==> src/rtl/mux_ser_pkg.sv <==
// ============================================================================
// Package     : mux_ser_pkg
// Description : Shared state encoding and default word width for mux_serialiser.
//               PAR_BIT_EN adds the PARITY state to the encoding.
// Revision    : 1.0 - initial release
// ============================================================================
`default_nettype none

package mux_ser_pkg;

    localparam int c_DEFAULT_N = 8;

    typedef enum logic [1:0] {
        ST_IDLE   = 2'd0,
        ST_SHIFT  = 2'd1,
`ifdef PAR_BIT_EN
        ST_PARITY = 2'd2,
`endif
        ST_DONE   = 2'd3
    } state_t;

endpackage

`default_nettype wire

==> src/rtl/sel_counter.sv <==
// ============================================================================
// Module      : sel_counter
// Description : Select-line counter with synchronous clear, enable and a
//               terminal-count flag raised at the all-ones value.
// Revision    : 1.0 - initial release
// ============================================================================
`default_nettype none

module sel_counter
    import mux_ser_pkg::*;
#(
    parameter int WIDTH = 3
) (
    input  logic             clk,
    input  logic             rst,
    input  logic             i_clear,
    input  logic             i_en,
    output logic [WIDTH-1:0] o_count,
    output logic             o_tc
);

    logic [WIDTH-1:0] r_count;

    always_ff @(posedge clk) begin
        if (rst || i_clear) begin
            r_count <= '0;
        end else if (i_en) begin
            r_count <= r_count + WIDTH'(1);
        end
    end

    // The mux width is a power of two, so the last index is all ones.
    assign o_count = r_count;
    assign o_tc    = &r_count;

endmodule

`default_nettype wire

==> src/rtl/mux_serialiser.sv <==
// ============================================================================
// Module      : mux_serialiser
// Description : Holds a word on an external N:1 mux and walks its select line
//               to emit the word MSB-first over a valid/ready bit stream.
//               Define PAR_BIT_EN to append one even-parity bit per word.
// Revision    : 1.0 - initial release
// ============================================================================
`default_nettype none

module mux_serialiser
    import mux_ser_pkg::*;
#(
    parameter int N     = c_DEFAULT_N,
    parameter int SEL_W = $clog2(N)
) (
    input  logic             clk,
    input  logic             reset,
    input  logic             load_valid,
    output logic             load_ready,
    input  logic [N-1:0]     load_data,
    output logic [N-1:0]     x,
    output logic [SEL_W-1:0] ss,
    input  logic             y,
    output logic             bit_out,
    output logic             bit_valid,
    input  logic             bit_ready,
    output logic             done
);

    state_t           r_state;
    state_t           w_next_state;
    logic [N-1:0]     r_x;
    logic             w_cnt_en;
    logic             w_cnt_clear;
    logic             w_tc;

    sel_counter #(
        .WIDTH (SEL_W)
    ) u_sel_counter (
        .clk     (clk),
        .rst     (reset),
        .i_clear (w_cnt_clear),
        .i_en    (w_cnt_en),
        .o_count (ss),
        .o_tc    (w_tc)
    );

    always_ff @(posedge clk) begin
        if (reset) begin
            r_state <= ST_IDLE;
        end else begin
            r_state <= w_next_state;
        end
    end

    // The held word only changes on an accepted load, so y stays stable while stalled.
    always_ff @(posedge clk) begin
        if (reset) begin
            r_x <= '0;
        end else if (r_state == ST_IDLE && load_valid) begin
            r_x <= load_data;
        end
    end

    assign x = r_x;

    always_comb begin
        w_next_state = r_state;
        case (r_state)
            ST_IDLE: begin
                if (load_valid) begin
                    w_next_state = ST_SHIFT;
                end
            end
            ST_SHIFT: begin
                if (bit_ready && w_tc) begin
`ifdef PAR_BIT_EN
                    w_next_state = ST_PARITY;
`else
                    w_next_state = ST_DONE;
`endif
                end
            end
`ifdef PAR_BIT_EN
            ST_PARITY: begin
                if (bit_ready) begin
                    w_next_state = ST_DONE;
                end
            end
`endif
            ST_DONE: begin
                w_next_state = ST_IDLE;
            end
            default: begin
                w_next_state = ST_IDLE;
            end
        endcase
    end

    always_comb begin
        load_ready  = 1'b0;
        bit_valid   = 1'b0;
        bit_out     = 1'b0;
        done        = 1'b0;
        w_cnt_en    = 1'b0;
        w_cnt_clear = 1'b0;
        case (r_state)
            ST_IDLE: begin
                load_ready = 1'b1;
            end
            ST_SHIFT: begin
                bit_valid = 1'b1;
                bit_out   = y;
                // Gated at terminal count so ss parks on the last index.
                w_cnt_en  = bit_ready && !w_tc;
            end
`ifdef PAR_BIT_EN
            ST_PARITY: begin
                bit_valid = 1'b1;
                bit_out   = ^r_x;
            end
`endif
            ST_DONE: begin
                done        = 1'b1;
                w_cnt_clear = 1'b1;
            end
            default: begin
                load_ready = 1'b0;
            end
        endcase
    end

endmodule

`default_nettype wire

==> config.mk <==
export PLATFORM = sky130hd
export DESIGN_NAME = mux_serialiser
export DESIGN_NICKNAME = d
export VERILOG_FILES = /design/src/rtl/mux_ser_pkg.sv /design/src/rtl/sel_counter.sv /design/src/rtl/mux_serialiser.sv
export SDC_FILE = /design/constraint.sdc
export NUM_CORES = 1
export LEC_CHECK = 0
export CORE_AREA = 3 3 40 42
export DETAILED_ROUTE_END_ITERATION = 10
export DIE_AREA = 0 0 43 45
export DONT_BUFFER_PORTS = 1
export PLACE_DENSITY = 0.51
export SYNTH_ARGS = -nofsm -noshare
export SYNTH_HDL_FRONTEND = slang
export SYNTH_SLANG_ARGS = --single-unit
==> constraint.sdc <==
create_clock -name clk -period 2 [get_ports clk]
set_clock_uncertainty 0.2 [all_clocks]
set_input_delay 0.4 -clock clk [delete_from_list [all_inputs] [get_ports clk]]
set_output_delay 0.4 -clock clk [all_outputs]
set_load 0.01 [all_outputs]
Yosys cells after proc, flatten, opt, wreduce, memory -nomap -nowiden --
Index checks and enable logic that the tools add are counted.
Word-level totals: register bits after elaboration 13, bits in latches 0, bits in writable memories 0, bits in read-only memories 0, input port bits 13, output and inout port bits 15, word-level logic and storage cells 24, memories 0
Operators by class: add/sub/neg operators 1, $mul 0, divide/modulo/power cells 0, order comparisons 0, equal/unequal tests 4, shift-type cells 0, multiplexer cells 8, bitwise logic cells 0, reduce and logical (&&, ||, !) cells 8
Operators by type and width (count):
- $mux W1 | 5
- $mux W2 | 2
- $ne A2 B2 Y1 const B | 2
- $pmux W2 S2 | 1
- $add A3 B1 Y3 const B | 1
- $logic_and A1 B1 Y1 | 3
- $reduce_and A3 Y1 | 1
- $eq A2 B1 Y1 const B | 1
- $eq A2 B2 Y1 const B | 1
- $logic_not A2 Y1 | 1
- $reduce_and A2 Y1 | 1
- $logic_not A1 Y1 | 1
- $logic_or A1 B1 Y1 | 1

Depth between registers and ports, before layout --
Gate-level depths: netlist of the first run.
word-level depth 4, depth in mapped cells 5, depth with buffers taken out 5

By module --
From an unflattened synthesis of the first run, not the netlist that was laid out.
Unflattened totals: cell total of the unflattened synthesis 57, area total of the unflattened synthesis 595.6 sq um
By module, submodules not included:
- mux_serialiser | times used 1, cells an instance 46, area each 461.7 sq um
- sel_counter | times used 1, cells an instance 11, area each 133.9 sq um

Least setup slack after synthesis of the first run --
Ideal clock, no wire load.
path kind reg-to-reg, start reg u_sel_counter.r_count[0], in the netlist u_sel_counter.o_count[0], end reg u_sel_counter.r_count[1], in the netlist u_sel_counter.o_count[1], setup time 0.123 ns, data arrival time 1.287 ns, required time 1.677 ns, slack 0.389 ns, cell stages (with the launch flop) 6, buffers on the path 0, path through dfxtp_1 ha_1 ha_1 and4bb_4 mux2i_1 nor3_1
Between the ends: word-level cells in the longest chain between the ends 4
Ends and longest elaborated chain:
- start, declared | line sel_counter.sv:22 | logic [WIDTH-1:0] r_count;
- start signal, assigned | line sel_counter.sv:28 | r_count <= r_count + WIDTH'(1);
- parallel branches: the longest is 4 deep, another holds $add A3 B1 Y3
Parallel ways; which one is timed is not known. A chain may end at the register's enable or synchronous reset.

Final worst setup path of the first run --
start reg r_state[0], end out bit_out
Between the ends: word-level cells in the longest chain between the ends 2
Ends and longest elaborated chain:
- start, declared | line mux_serialiser.sv:30 | state_t r_state;
- start signal, assigned | line mux_serialiser.sv:52 | r_state <= w_next_state;
- $eq A2 B1 Y1 | line mux_serialiser.sv:107 | case (r_state)
- $mux W1 | line mux_serialiser.sv:107
- end, declared | line mux_serialiser.sv:24 | output logic bit_out,
No other way between the ends.

==> impl_metrics.json, run 1 <==
{
  "post-cts-setup-buffers": 0,
  "worstSetupPathType": "reg -> out",
  "finalCritPeriodShare": 0.851,
  "grt_antenna_before_repair": 0,
  "vias": 390,
  "ys_seq_area_frac": 0.493,
  "timing_hold_violations_final": 0,
  "wirelength_met1_um": 445,
  "worst-path-max-fanout": 7,
  "totalWireLength_um": 1080,
  "max_cap_viol_count": 0,
  "p_int_uw": 367,
  "power.ir.vdd_worst_v": 0.000365,
  "cts-root-to-sink-buffers": 2,
  "grt_pass1_vias": 389,
  "ff2ff_path_depth": 5,
  "met2_length_um": 522,
  "leak_pwr_uw": 0.000229,
  "synth_cell_type_count": 17,
  "worst_ep_required_time_ns": 1.40,
  "fp.coreArea_um2": 1280,
  "worst_slew_margin_rel": 0.628,
  "mappedNetlistNets": 72,
  "cts_made_buffers": 3,
  "tns_ns": 0,
  "grt_use_total": 0.121,
  "switching_share": 0.248,
  "floorplan.rows": 13,
  "clock-root-buffer": "sky130_fd_sc_hd__clkbuf_4",
  "routed.top_layer": "met4",
  "worstSkewPairLatency_ns": 0.26,
  "synthCells": 57,
  "combPwrFrac": 0.087,
  "count_of_endpoints_failing_setup_in_the_final_report": 0,
  "dr_wl_met3_um": 94,
  "final_instance_area_um2": 576,
  "yosys_warnings": 0,
  "drtAntennaViolNets": 0,
  "place_hpwl_um": 750,
  "drc": 0,
  "grt_start_max_net_pins": 13,
  "cell_area_synth_um2": 528,
  "clkSlewWorstSetupHoldPaths_ns": 0.08,
  "detailedRoute.firstIterationViolations": 2,
  "max_freq_mhz": 587,
  "min-delay-path-class": "in -> reg",
  "1st_pass_router_iterations": 3,
  "initial_core_utilization": 0.411,
  "grt_first_pass_wirelength_um": 1710,
  "startpoint_type": "flop",
  "drv_slew": 0,
  "layout-drive-gt1-share": 0.115,
  "wire_per_inst_um": 14.1,
  "clock_tree_from_tritoncts": "done",
  "grt_setup_unrepaired": "no",
  "dpl_cell_area_um2": 539,
  "ys_seq_elements": 13,
  "power_switching_uw": 121,
  "cts_sinks": 13,
  "outcome": "finished, final reports clean",
  "detail_route.vias_per_cell": 5.13,
  "part_of_the_total_power_dissipated_in_sequential_elements": 0.588,
  "critical_path.endpoint_type": "primary output",
  "design.portCount": 28,
  "cts-htree-levels": 1,
  "die_y_um": 45,
  "num-nets-final": 77,
  "design.die.area_um2": 1940,
  "port_buffers": 0,
  "die_x_um": 43,
  "filler_cell_count_in_the_final_layout": 137,
  "p_clk_frac": 0.326,
  "synth.avg_cell_area_um2": 9.26,
  "grt_overflow": 0,
  "place.gp.congestion": 0.657,
  "count_of_cells_along_the_worst_hold_path": 2,
  "tightest_slew_ns": 0.555,
  "worst-endpoint-arrival_ns": 1.10,
  "antenna_cells": 0,
  "shortest_period_the_worst_path_allows_ns": 1.70,
  "power_density_nw_per_um2": 848,
  "synthToLayoutAreaGrowth_pct": 9.00
}
cell usage after synthesis:
library cell / n / area share
sky130_fd_sc_hd__dfxtp_1: 13 / 0.49
sky130_fd_sc_hd__nor3_1: 3 / 0.028
sky130_fd_sc_hd__and4b_1: 1 / 0.019
sky130_fd_sc_hd__nor3_2: 1 / 0.019
sky130_fd_sc_hd__buf_6: 1 / 0.021
sky130_fd_sc_hd__ha_1: 2 / 0.047
sky130_fd_sc_hd__nor3b_2: 1 / 0.024
sky130_fd_sc_hd__nor2_1: 2 / 0.014
sky130_fd_sc_hd__and2_1: 2 / 0.024
sky130_fd_sc_hd__or3b_1: 1 / 0.017
sky130_fd_sc_hd__mux2i_1: 2 / 0.038
sky130_fd_sc_hd__and4bb_4: 1 / 0.031
sky130_fd_sc_hd__xnor2_1: 1 / 0.017
sky130_fd_sc_hd__nor2b_1: 1 / 0.012
sky130_fd_sc_hd__a21oi_1: 8 / 0.076
sky130_fd_sc_hd__nand2_1: 16 / 0.11
sky130_fd_sc_hd__clkbuf_1: 1 / 0.0071
layout make-up:
type                            instances  area (um2)  share of cell area
Sequential cell                        13         260               0.452
Multi-Input combinational cell         42         253               0.439
Clock buffer                            4        26.3              0.0457
Tap cell                               15        18.8              0.0326
Timing Repair Buffer                    2        17.5              0.0304
worst max-delay path: stages, from the launching register on:
cell,delay (ns)
sky130_fd_sc_hd__dfxtp_1,0.45
sky130_fd_sc_hd__nor2b_1,0.19
sky130_fd_sc_hd__and2_1,0.19
layer usage:
layer  global-route usage  vias to the layer above
met4               0.0904                        0
met2                0.189                       13
met3               0.0398                        2
met5                    0                        -
met1                0.137                      172
li1                     -                      203
cell families after synthesis:
group / Yosys count / synth area share
fa+ha+maj: 2 / 0.0474
mux: 2 / 0.0379
flops: 13 / 0.493
simple gates: 29 / 0.301
compound gates: 8 / 0.0758
xor+xnor: 1 / 0.0166
buf+inv: 2 / 0.0284
metrics by stage:
step / util / setup slack (ns) / std cells / hold WS [ns] / total power, uW
2_1_floorplan: - / 0.389 / 57 / 0.279 / 327
3_3_place_gp: 0.420 / 0.331 / 71 / 0.271 / 330
3_5_place_dp: 0.420 / 0.331 / 71 / 0.273 / 331
4_1_cts: 0.448 / 0.278 / 76 / 0.0500 / 497
5_1_grt: 0.448 / 0.192 / 76 / 0.0454 / 515
6_report: 0.448 / 0.298 / 76 / 0.0565 / 488
state kept, by name (all words and copies together) (netlist names):
register	flops
r_state	2
x	8
u_sel_counter.o_count	3
final timing paths:
check                                start                        to  slack, ns
hold reg to reg                       x[3]                      x[3]       0.30
setup / recovery                r_state[0]                   bit_out       0.30
setup reg to reg  u_sel_counter.o_count[0]  u_sel_counter.o_count[2]       0.30
hold / removal                load_data[1]                      x[1]       0.06
what timing repair did:
action	CTS	global route
hold buffers	1	0
gates resized for setup	0	0
endpoints found under the hold margin	12	0
placed cells by master, fill, tap and decap left out, drive strengths merged:
cell type    instances
a21oi                8
and2                 2
and4b                1
and4bb               1
buf                  1
clkbuf               4
dfxtp               13
dlygate4sd3          1
ha                   2
mux2i                2
nand2               16
nor2                 2
nor2b                1
nor3                 4
nor3b                1
or3b                 1
xnor2                1
power groups by stage:
| stage | clock network [uW] | logic, uW | registers (uW) |
|---|---|---|---|
| final | 159 | 42.3 | 287 |
| after global routing | 177 | 48.8 | 289 |
| after detailed placement | 0 | 37.7 | 293 |
| after global placement | 0 | 37.3 | 293 |
| after CTS | 166 | 43.3 | 287 |
| after floorplan | 0 | 36.0 | 291 |
(Power assumes the default switching activity.)
==> run 2: changes to the inputs <==
--- a/config.mk
+++ b/config.mk
@@ -5,6 +5,7 @@
 export SDC_FILE = /design/constraint.sdc
 export NUM_CORES = 1
 export LEC_CHECK = 0
+export CAP_MARGIN = 40
 export CORE_AREA = 3 3 40 42
 export DETAILED_ROUTE_END_ITERATION = 10
 export DIE_AREA = 0 0 43 45
==> results of run 2 <==
The final DEF is identical to that of run 1; final timing and power are the same.
==> run 3: changes to the inputs <==
--- a/config.mk
+++ b/config.mk
@@ -5,6 +5,7 @@
 export SDC_FILE = /design/constraint.sdc
 export NUM_CORES = 1
 export LEC_CHECK = 0
+export ABC_CLOCK_PERIOD_IN_PS = 2000
 export CAP_MARGIN = 40
 export CORE_AREA = 3 3 40 42
 export DETAILED_ROUTE_END_ITERATION = 10
==> results of run 3 <==
The final DEF is identical to that of run 1; final timing and power are the same.
